`config.mk`:
```
export PLATFORM = sky130hd
export DESIGN_NAME = signed_mag_divider
export DESIGN_NICKNAME = d
export VERILOG_FILES = /design/src/rtl/signed_mag_divider.sv
export SDC_FILE = /design/constraint.sdc
export NUM_CORES = 1
export LEC_CHECK = 0
export CAP_MARGIN = 20
export CORE_MARGIN = 3
export CORE_UTILIZATION = 60
export CTS_CLUSTER_DIAMETER = 120
export DETAILED_ROUTE_END_ITERATION = 10
export HOLD_SLACK_MARGIN = 0.06
export PLACE_DENSITY = 0.87
export SYNTH_ARGS = -nofsm -noshare
export SYNTH_HDL_FRONTEND = slang
export SYNTH_SLANG_ARGS = --single-unit
```
`constraint.sdc`:
```
create_clock -name clk -period 5.8 [get_ports clk]
set_input_delay 1.16 -clock clk [delete_from_list [all_inputs] [get_ports clk]]
set_output_delay 1.16 -clock clk [all_outputs]
set_load 0.01 [all_outputs]
```
`src/rtl/signed_mag_divider.sv`:
```
// Multi-cycle restoring divider: signed 16-bit dividend by signed 8-bit divisor.
// Result truncates toward zero; the remainder takes the dividend's sign.
module signed_mag_divider (
    input  logic        clk,
    input  logic        rst_n,
    input  logic        start,
    input  logic [15:0] dividend,
    input  logic [7:0]  divisor,
    output logic [7:0]  quotient,
    output logic [7:0]  remainder,
    output logic        div_by_zero,
    output logic        overflow,
    output logic        busy,
    output logic        done
);

    // Handshake: start is sampled only in IDLE; busy is high from INIT through FIX;
    // done pulses for the single DONE cycle, when the result registers are fresh.
    typedef enum logic [2:0] {IDLE, INIT, CHECK, SHIFT, SUB, FIX, DONE} state_t;

    state_t      state, state_nxt;
    logic [8:0]  r;
    logic [7:0]  q;
    logic [7:0]  m;
    logic [3:0]  count;
    logic        qs;
    logic        rs;

    logic [15:0] dm_abs;
    logic [7:0]  m_abs;
    logic        load_out;
    logic [7:0]  quot_nxt;
    logic [7:0]  rem_nxt;
    logic        dbz_nxt;
    logic        ovf_nxt;

    always_comb begin
        dm_abs = dividend[15] ? (~dividend + 16'd1) : dividend;
        m_abs  = divisor[7]   ? (~divisor + 8'd1)   : divisor;
    end

    always_ff @(posedge clk or negedge rst_n) begin
        if (!rst_n) state <= IDLE;
        else        state <= state_nxt;
    end

    always_comb begin
        state_nxt = state;
        load_out  = 1'b0;
        quot_nxt  = 8'h00;
        rem_nxt   = 8'h00;
        dbz_nxt   = 1'b0;
        ovf_nxt   = 1'b0;
        busy      = 1'b1;
        done      = 1'b0;
        case (state)
            IDLE: begin
                busy = 1'b0;
                if (start) state_nxt = INIT;
            end
            INIT:  state_nxt = CHECK;
            CHECK: begin
                if (m == 8'h00) begin
                    state_nxt = DONE;
                    load_out  = 1'b1;
                    dbz_nxt   = 1'b1;
                end else if (r[7:0] >= m) begin
                    // Unsigned quotient would need more than 8 bits.
                    state_nxt = DONE;
                    load_out  = 1'b1;
                    ovf_nxt   = 1'b1;
                end else begin
                    state_nxt = SHIFT;
                end
            end
            SHIFT: state_nxt = SUB;
            SUB:   state_nxt = (count == 4'd1) ? FIX : SHIFT;
            FIX: begin
                state_nxt = DONE;
                load_out  = 1'b1;
                if ((!qs && q > 8'd127) || (qs && q > 8'd128)) begin
                    ovf_nxt = 1'b1;
                end else begin
                    quot_nxt = qs ? (~q + 8'd1) : q;
                    rem_nxt  = rs ? (~r[7:0] + 8'd1) : r[7:0];
                end
            end
            DONE: begin
                busy      = 1'b0;
                done      = 1'b1;
                state_nxt = IDLE;
            end
            default: state_nxt = IDLE;
        endcase
    end

    always_ff @(posedge clk or negedge rst_n) begin
        if (!rst_n) begin
            r     <= 9'h000;
            q     <= 8'h00;
            m     <= 8'h00;
            count <= 4'd0;
            qs    <= 1'b0;
            rs    <= 1'b0;
        end else begin
            case (state)
                INIT: begin
                    r     <= {1'b0, dm_abs[15:8]};
                    q     <= dm_abs[7:0];
                    m     <= m_abs;
                    qs    <= dividend[15] ^ divisor[7];
                    rs    <= dividend[15];
                    count <= 4'd8;
                end
                SHIFT: {r, q} <= {r[7:0], q, 1'b0};
                SUB: begin
                    if (r >= {1'b0, m}) begin
                        r    <= r - {1'b0, m};
                        q[0] <= 1'b1;
                    end
                    count <= count - 4'd1;
                end
                default: ;
            endcase
        end
    end

    always_ff @(posedge clk or negedge rst_n) begin
        if (!rst_n) begin
            quotient    <= 8'h00;
            remainder   <= 8'h00;
            div_by_zero <= 1'b0;
            overflow    <= 1'b0;
        end else if (load_out) begin
            quotient    <= quot_nxt;
            remainder   <= rem_nxt;
            div_by_zero <= dbz_nxt;
            overflow    <= ovf_nxt;
        end
    end

endmodule

```
=== Word-level counts from Yosys, hierarchy flattened ===
Cells that the tools add are included.

* Register bits after elaboration: 52
* Output and inout port bits: 20
* Word-level logic and storage cells: 76

* Equal/unequal tests: 9
* Reductions and logical operators: 11
* Bitwise operators: 5
* Add/subtract/negate cells: 6
* Order comparisons: 4
* Mux-type cells: 29

{| class="wikitable"
|+ Operators with widths
! kind !! count
|-
| $mux 8 || 7
|-
| $pmux 9 s3 || 1
|-
| $add 8x1->8 const B || 3
|-
| $not 8->8 || 3
|-
| $pmux 3 s6 || 1
|-
| $add 16x1->16 const B || 1
|-
| $mux 16 || 1
|-
| $not 16->16 || 1
|-
| $pmux 7 s2 || 1
|-
| $mux 3 || 4
|-
| $eq 3x3->1 const B || 3
|-
| $ge 9x8->1 || 1
|-
| $mux 1 || 9
|-
| $mux 9 || 1
|-
| $sub 9x8->9 || 1
|-
| $ge 8x8->1 || 1
|-
| $gt 8x7->1 const B || 1
|-
| $gt 8x8->1 const B || 1
|-
| $logic_not 8->1 || 1
|-
| $pmux 4 s2 || 1
|-
| $eq 3x2->1 const B || 2
|-
| $eq 4x1->1 const B || 1
|-
| $ne 2x2->1 const B || 2
|-
| $pmux 1 s2 || 2
|-
| other kinds (12) || 14
|}

=== Longest topological paths before layout ===
Gate-level depths: netlist (run 1).

* Word-level depth: 5
* Mapped depth: 10
* Depth with buffers taken out: 9

=== Least setup slack after synthesis (run 1) ===
No wires, ideal clock.

* Path kind: input to register
* From: input port dividend[4]
* To: register r[6]
* Data arrival time: 2.492 ns
* Path slack: 3.183 ns
* Cell stages on the path: 6
* Required time: 5.675 ns
* Path through: nor4_2 -> nand2_1 -> nor4_1 -> mux2i_1 -> o221ai_1 -> mux2_2

* Cells in the longest elaborated chain, start to end: 4

{| class="wikitable"
|+ Ends and longest elaborated chain
! what !! line !! RTL
|-
| from (decl) || 7 || <nowiki>input logic [15:0] dividend,</nowiki>
|-
| $not 16->16 || 38 || <nowiki>dm_abs = dividend[15] ? (~dividend + 16'd1) : dividend;</nowiki>
|-
| $add 16x1->16 || 38 ||
|-
| $mux 16 || 38 ||
|-
| $pmux 9 s3 || 106 || <nowiki>case (state)</nowiki>
|-
| to (signal assigned) || 108 || <nowiki>r <= {1'b0, dm_abs[15:8]};</nowiki>
|-
| to (signal assigned) || 115 || <nowiki>SHIFT: {r, q} <= {r[7:0], q, 1'b0};</nowiki>
|-
| to (signal assigned) || 118 || <nowiki>r <= r - {1'b0, m};</nowiki>
|-
| to (decl) || 22 || <nowiki>logic [8:0] r;</nowiki>
|}

No other way between the ends.
A chain may end at the register's enable or synchronous reset.

=== Worst setup path in the final report (run 1) ===
* From: register state[1]
* To: output port busy

* Cells in the longest elaborated chain, start to end: 3
* Elaborated cells between the ends (all ways): 4

{| class="wikitable"
|+ Ends and longest elaborated chain
! what !! line !! RTL
|-
| from (decl) || 21 || <nowiki>state_t state, state_nxt;</nowiki>
|-
| from (signal assigned) || 44 || <nowiki>else state <= state_nxt;</nowiki>
|-
| $eq 3x3->1 or $logic_not 3->1 (tied branches) || 56 || <nowiki>case (state)</nowiki>
|-
| $reduce_or 2->1 (no source line) (*) || - ||
|-
| $mux 1 (*) || 56 ||
|-
| to (decl) || 13 || <nowiki>output logic busy,</nowiki>
|}

Every way passes the cells marked *; elsewhere a longest branch is shown, timed or not.

==> metrics.json, run 1 <==
{
  "timing": {
    "setup_tns_ps": 0,
    "clock-skew-final_ps": 8.01,
    "period_share_pct": 56.0,
    "finalHoldViolCount": 0,
    "slew_headroom_pct": 29.2,
    "setup_viol": 0,
    "maxClockFrequency_ghz": 0.308,
    "slew_violations": 0,
    "unrepaired_setup_endpoints_after_global_routing": "false",
    "worst_pin_slew_ps": 1060,
    "final.min_clock_period_ps": 3250
  },
  "global_routing": {
    "first_global_vias": 2898,
    "grt_start_max_net_pins": 53,
    "grt_antenna_before_repair": 0,
    "grt_use_total_pct": 25.5,
    "grt_first_pass_wirelength_um": 13200,
    "global_route.overflow_total": 0
  },
  "worst_setup_path": {
    "worstSetupPathType": "register to output port",
    "worst_setup_path_startpoint": "state[1]",
    "critical_path.top_delay_family": "flip-flops",
    "critPathRequiredTime_ps": 4640,
    "worst_path_max_delay_cell": "dfrtp_1",
    "worst_r2r_startpoint": "state[0]",
    "critical_path_s_largest_stage_delay_ps": 760,
    "crit_path_max_fanout": 20,
    "timing.critical_path.buf_inv": 1,
    "rr_endpoint": "r[5]",
    "critical_path_cell_by_cell": "nor2b_1 -> or3_1 -> clkdlybuf4s50_1",
    "worstSetupEndpointType": "output port",
    "reg2reg_depth": 4,
    "crit_path_to": "busy",
    "timing.critical_path.from_type": "register",
    "ff2ff_setup_slack_ps": 3080,
    "cp_data_arrival_time_ps": 2090,
    "critical_path_cell_count": 3
  },
  "clock_network": {
    "clock_latency_ps": 310,
    "cts_sinks": 52,
    "cts.root.buffer_cell": "clkbuf_8",
    "cts.path.max_buffers": 2,
    "tritoncts": "done",
    "numCtsBuffers": 5,
    "cts_hold_buf": 0,
    "cts_post_setup_buffers_inserted": 0,
    "cts.repair.resized": 0,
    "htreeDepth": 2,
    "clk_transition_reported_paths_ps": 90
  },
  "logic_synthesis": {
    "sequential_area_share_after_synthesis_pct": 37.5,
    "yosys.cell_types.count": 52,
    "yosysWarningCount": 0,
    "mean_area_per_synthesized_cell_um2": 8.69,
    "post_synth_inst_count": 399,
    "synthesis.area_um2": 3470,
    "ys_async_sr_fraction_pct": 100,
    "synth_enable_flop_cells": 0,
    "postSynthRegisterBits": 52,
    "number_of_nets_in_the_synthesized_netlist": 441,
    "yosys_most_used_dff": "dfrtp_1"
  },
  "route": {
    "drt_first_pass_iters": 5,
    "drt_wirelength_um": 8020,
    "avgViaCountPerCell": 6.02,
    "drt_drc_violations_left": 0,
    "number_of_vias_in_the_routed_layout": 3060,
    "first_iter_violations": 296,
    "detail_route.wl_per_cell_um": 15.8,
    "route.antenna.remaining_nets": 0
  },
  "power_and_ir_drop": {
    "power.internal_mw": 1.21,
    "p_comb_share_pct": 55.7,
    "net_switching_share_of_the_total_power_pct": 45.2,
    "share_clk_of_total_power_pct": 12.1,
    "p_leak_nw": 1.75,
    "powerDensity_nw_per_um2": 549,
    "power.switching_mw": 1.00,
    "report.power.total_mw": 2.22,
    "power.ir.vdd_worst_uv": 368,
    "share_seq_of_total_power_pct": 32.3
  },
  "floorplan": {
    "die-area_um2": 6730,
    "num_rows": 27,
    "start_util_pct": 62.6,
    "design.core.area_um2": 5540,
    "floorplan.die.width_um": 82.0,
    "boundaryPins": 47,
    "die_h_um": 82.0
  },
  "placed_design": {
    "place_congestion": 0.889,
    "place.detailed.hpwl_um": 6010,
    "numPortBuffers": 46
  },
  "outcome": {
    "run_status": "finished clean"
  },
  "job": {
    "maxCapViolations": 0
  },
  "min_path": {
    "min-delay-path-class": "register to register",
    "hold_path.startpoint": "quotient[7]"
  },
  "layout": {
    "layout-drive-gt1-share_pct": 7.57,
    "nNetsFinal": 477,
    "area_growth_pct": 16.5,
    "antennaDiodeCount": 0
  }
}
## Yosys cell counts, types with 2 or more instances
| cell type | number | area (µm²) |
|---|---|---|
| a21oi_1 | 12 | 60.1 |
| nand4_1 | 2 | 12.5 |
| a22oi_1 | 2 | 15.0 |
| o21ai_0 | 45 | 225 |
| or2_2 | 2 | 12.5 |
| o31ai_1 | 7 | 52.6 |
| o211ai_1 | 3 | 22.5 |
| a21o_1 | 3 | 22.5 |
| or3_1 | 6 | 37.5 |
| nor2b_1 | 6 | 37.5 |
| xnor2_1 | 10 | 87.6 |
| o221ai_1 | 5 | 43.8 |
| o22ai_1 | 4 | 25.0 |
| buf_2 | 2 | 10.0 |
| dfrtp_1 | 52 | 1300 |
| and2_1 | 2 | 12.5 |
| xor2_1 | 24 | 210 |
| inv_1 | 20 | 75.1 |
| mux2_2 | 6 | 67.6 |
| nor4_1 | 3 | 18.8 |
| nand2_1 | 63 | 236 |
| nand3_1 | 7 | 35.0 |
| a31oi_1 | 3 | 18.8 |
| ha_1 | 14 | 175 |
| a211oi_1 | 2 | 15.0 |
| buf_4 | 2 | 15.0 |
| mux2i_1 | 8 | 80.1 |
| nor3_1 | 7 | 35.0 |
| nor2_1 | 25 | 93.8 |
| nand2b_1 | 9 | 56.3 |
| clkbuf_1 | 12 | 45.0 |
| o31a_1 | 2 | 17.5 |
| o21ai_2 | 10 | 87.6 |
## final cells by class
| class | count | area (µm²) |
|---|---|---|
| Clock inverter | 2 | 38.8 |
| Inverter | 20 | 75.1 |
| Timing Repair Buffer | 47 | 463 |
| Multi-Input combinational cell | 309 | 1990 |
| Sequential cell | 52 | 1300 |
| Tap cell | 72 | 90.1 |
| Fill cell | 432 | 1500 |
| Clock buffer | 6 | 82.6 |
## worst min-delay path by stage
stage / endpoint / slack [ps] / depth (start not counted)
floorplan: count[3] / 460 / 1
global placement: quotient[0] / 460 / 2
detailed placement: quotient[7] / 460 / 2
CTS: quotient[7] / 490 / 2
global route: quotient[7] / 500 / 2
finish: quotient[7] / 480 / 2
## flip-flops by register name, summed over array words and instances, names as in the netlist
register / flops
count: 4
div_by_zero: 1
m: 8
overflow: 1
q: 8
qs: 1
quotient: 8
r: 9
remainder: 8
rs: 1
state: 3
## stage by stage
stage                     cells  util [%]  area, µm²  hold slack [ps]  setup slack (ps)
final                       508      72.9       4040              484              2550
after floorplan             399         -       3470              457              3180
after detailed placement    500      70.7       3920              465              2440
after CTS                   508      72.9       4040              486              2570
after global routing        508      72.9       4040              504              2340
after global placement      500      70.7       3920              460              2570
## worst min-delay path, stage by stage, from the launching register on
cell and delay, ps:
dfrtp_1 350, nand2_1 60, o21ai_2 50
## routing by layer
metal,share of wire (%),global-route usage [%],wire length (µm)
met5,0,0,0
met4,2.5,8.80,201
met3,7.4,4.39,590
met2,48,43.1,3860
met1,42,32.9,3360
## logic make-up (layout without fill, tap and decap cells)
logic type	Yosys count	in the layout	share of synthesized area, %
xor gates and xnor gates	34	34	8.59
adders and majority gates	15	15	5.63
AOI/OAI and AO/OA	108	108	20.4
DFF	52	52	37.5
and+or+nand+nor	138	138	18.5
buffers and inverters	38	75	5.09
muxes	14	14	4.26
## layout by cell type, fill, tap and decap left out, types with 8 or more instances in the layout
master           netlist  routed
a21oi_1               12      12
clkdlybuf4s50_1        0      45
dfrtp_1               52      52
ha_1                  14      14
inv_1                 20      20
mux2i_1                8       8
nand2_1               63      63
nand2b_1               9       9
nor2_1                25      25
o21ai_0               45      45
o21ai_2               10      10
xnor2_1               10      10
xor2_1                24      24
## power groups by stage
stage / Sequential (mW) / Clock [mW] / Combinational (mW)
finish: 0.715 / 0.268 / 1.23
floorplan: 0.661 / 0 / 0.920
CTS: 0.709 / 0.268 / 1.23
detailed placement: 0.718 / 0 / 1.22
global placement: 0.705 / 0 / 1.17
global route: 0.737 / 0.284 / 1.37
Note: power is estimated with default switching activity, not from simulation.
==> inputs of run 2 (changes only) <==
- CORE_UTILIZATION: 60 -> 50
- PLACE_DENSITY: 0.87 -> 0.78
- clock period: 5.8 -> 2.6 ns (I/O delays scaled with it)
==> run 2 against run 1 <==
Compared with the run above: worst setup slack worse by 2400 ps; combinational power grew to 2.5 times the previous value; clock power is 110% higher; largest cell class unchanged; highest routed layer unchanged.
==> metrics.json, run 2 (synthesis results as in run 1) <==
{
  "outcome": {
    "run_status": "finished clean"
  },
  "timing": {
    "setup_tns": {"value": 0, "unit": "ps", "change": "unchanged"},
    "worst_pin_slew": {"value": 739, "unit": "ps", "change": "-317 ps"},
    "fin_hold_ws": {"value": 313, "unit": "ps", "change": "-171 ps"},
    "period_share_pct": 95.7,
    "finalHoldViolCount": {"value": 0, "change": "unchanged"},
    "slew_violations": {"value": 0, "change": "unchanged"},
    "maxClockFrequency_ghz": 0.402,
    "clock-skew-final": {"value": 12.9, "unit": "ps", "change": "+4.94 ps"},
    "unrepaired_setup_endpoints_after_global_routing": "false",
    "setup_viol": {"value": 0, "change": "unchanged"},
    "post_layout_worst_setup_margin": {"value": 112, "unit": "ps", "change": "-2440 ps"},
    "final.min_clock_period_ps": 2490,
    "slew_headroom": {"value": 50.5, "unit": "%", "change": "+21 points"}
  },
  "placed_design": {
    "dpl_worst_slack": {"value": -50.5, "unit": "ps", "change": "-2490 ps"},
    "place.detailed.hpwl": {"value": 6560, "unit": "µm", "change": "+9.3%"},
    "placed_insts": {"value": 520, "change": "+4.0%"},
    "dpl-instance-area": {"value": 4040, "unit": "µm²", "change": "+3.0%"},
    "place_congestion": {"value": 0.933, "change": "+4.9%"},
    "numPortBuffers": {"value": 46, "change": "unchanged"}
  },
  "global_routing": {
    "global_route.overflow_total": {"value": 0, "change": "unchanged"},
    "grt_use_total": {"value": 22.2, "unit": "%", "change": "-3.3 points"},
    "grt_antenna_before_repair": {"value": 0, "change": "unchanged"},
    "grt_first_pass_wirelength": {"value": 13800, "unit": "µm", "change": "+4.2%"},
    "first_global_vias": {"value": 2892, "change": "-0.21%"},
    "grt_start_max_net_pins": {"value": 53, "change": "unchanged"}
  },
  "layout": {
    "layout_commonest_cell": "nand2_1",
    "layout-drive-gt1-share": {"value": 11.1, "unit": "%", "change": "+3.5 points"},
    "final_instance_count_excl_fillers": {"value": 529, "change": "+4.1%"},
    "finish.instance_area": {"value": 4170, "unit": "µm²", "change": "+3.1%"},
    "mostFrequentLayoutCells": "nand2_1, dfrtp_1, o21ai_0, clkdlybuf4s50_1, nor2_1",
    "final_util": {"value": 63.8, "unit": "%", "change": "-9.1 points"},
    "nNetsFinal": {"value": 493, "change": "+3.4%"},
    "register_with_the_highest_flop_count": "r",
    "antennaDiodeCount": {"value": 0, "change": "unchanged"},
    "area_growth_pct": 20.1,
    "number_of_flip_flops_under_the_largest_register_name": {"value": 9, "change": "unchanged"}
  },
  "clock_network": {
    "clock_latency": {"value": 320, "unit": "ps", "change": "about the same"},
    "cts_sinks": {"value": 52, "change": "unchanged"},
    "numCtsBuffers": {"value": 5, "change": "unchanged"},
    "cts.path.max_buffers": {"value": 2, "change": "unchanged"},
    "tritoncts": "done",
    "clk_transition_reported_paths": {"value": 110, "unit": "ps", "change": "+20 ps"},
    "cts.root.buffer_cell": "clkbuf_8",
    "htreeDepth": {"value": 2, "change": "unchanged"}
  },
  "floorplan": {
    "start_util": {"value": 53.1, "unit": "%", "change": "-9.5 points"},
    "floorplan.die.width": {"value": 89.3, "unit": "µm", "change": "+8.8%"},
    "boundaryPins": {"value": 47, "change": "unchanged"},
    "num_rows": {"value": 29, "change": "+7.4%"},
    "design.core.area": {"value": 6530, "unit": "µm²", "change": "+18%"},
    "die_h": {"value": 89.3, "unit": "µm", "change": "+8.8%"},
    "die-area": {"value": 7970, "unit": "µm²", "change": "+18%"}
  },
  "route": {
    "drt_wirelength": {"value": 8620, "unit": "µm", "change": "+7.5%"},
    "detail_route.wl_per_cell": {"value": 16.3, "unit": "µm", "change": "+3.2%"},
    "first_iter_violations": {"value": 272, "change": "-8.1%"},
    "avgViaCountPerCell": {"value": 5.89, "change": "-2.2%"},
    "number_of_vias_in_the_routed_layout": {"value": 3117, "change": "+1.9%"},
    "route.antenna.remaining_nets": {"value": 0, "change": "unchanged"},
    "drt_drc_violations_left": {"value": 0, "change": "unchanged"},
    "drt_first_pass_iters": {"value": 5, "change": "unchanged"}
  },
  "power_and_ir_drop": {
    "power.switching": {"value": 2.35, "unit": "mW", "change": "+130%"},
    "p_comb_share": {"value": 59.7, "unit": "%", "change": "+4.0 points"},
    "share_clk_of_total_power": {"value": 11.1, "unit": "%", "change": "-1.0 points"},
    "power.ir.vdd_worst": {"value": 944, "unit": "µV", "change": "+160%"},
    "report.power.total": {"value": 5.16, "unit": "mW", "change": "+130%"},
    "net_switching_share_of_the_total_power": {"value": 45.6, "unit": "%", "change": "+0.38 points"},
    "p_leak": {"value": 1.82, "unit": "nW", "change": "+3.8%"},
    "power.internal": {"value": 2.81, "unit": "mW", "change": "+130%"},
    "powerDensity": {"value": 1240, "unit": "nW/µm²", "change": "+130%"},
    "share_seq_of_total_power": {"value": 29.2, "unit": "%", "change": "-3.1 points"}
  },
  "worst_setup_path": {
    "worst_setup_path_startpoint": "r[0]",
    "worstSetupPathType": "register to register",
    "critPathRequiredTime": {"value": 2800, "unit": "ps", "change": "-1840 ps"},
    "reg2reg_depth": {"value": 8, "change": "+4"},
    "timing.critical_path.from_type": "register",
    "worstSetupEndpointType": "register",
    "crit_path_max_fanout": {"value": 9, "change": "-55%"},
    "cp_data_arrival_time": {"value": 2690, "unit": "ps", "change": "+600 ps"},
    "worst_r2r_startpoint": "r[0]"
  },
  "job": {
    "maxCapViolations": {"value": 0, "change": "unchanged"}
  },
  "min_path": {
    "min-delay-path-class": "primary input to async pin"
  }
}
[run 2: what timing repair did]
item | 4_1_cts | 5_1_grt
setup endpoints to repair | 0 | 17
resized for setup | 0 | 1
setup buffers | 0 | 0
hold buffers | 0 | 0
[run 2: path summary, 6_finish.rpt]
kind                           endpoint  slack [ps]
max                         div_by_zero         110
min in group clk           remainder[0]         480
max reg2reg                 div_by_zero         110
min reg2reg                remainder[0]         480
max in group asynchronous            rs        1830
min                         quotient[1]         310
[run 2: area by class of cell]
class	instances	area, µm²
fill	559	2370
multi-input combinational	310	2010
sequential	52	1300
timing repair buffer	62	576
tap	77	96.3
inverter	20	75.1
clock buffer	5	68.8
clock inverter	3	42.5
[run 2: worst max-delay path, cell delays in order (launching register included)]
cell and delay [ps]:
dfrtp_1 420, inv_1 80, ha_1 230, fa_1 390, nand2b_1 190, o2bb2ai_1 210, a21oi_2 350, o31ai_2 220
a32o_1 280
[run 2: power groups by stage]
stage                     Combinational (mW)  Sequential (mW)  Clock (mW)
after CTS                               3.00             1.50       0.581
after global placement                  2.89             1.50           0
after floorplan                         2.05             1.48           0
final                                   3.08             1.51       0.574
after global routing                    3.41             1.56       0.597
after detailed placement                2.97             1.52           0
[run 2: routing by layer]
layer,GRT usage [%],vias to the layer above,part of all wire [%]
li1,-,1490,-
met1,29.6,1483,42
met2,38.1,121,48
met3,3.50,23,7.1
met4,5.01,0,2.0
met5,0,-,0
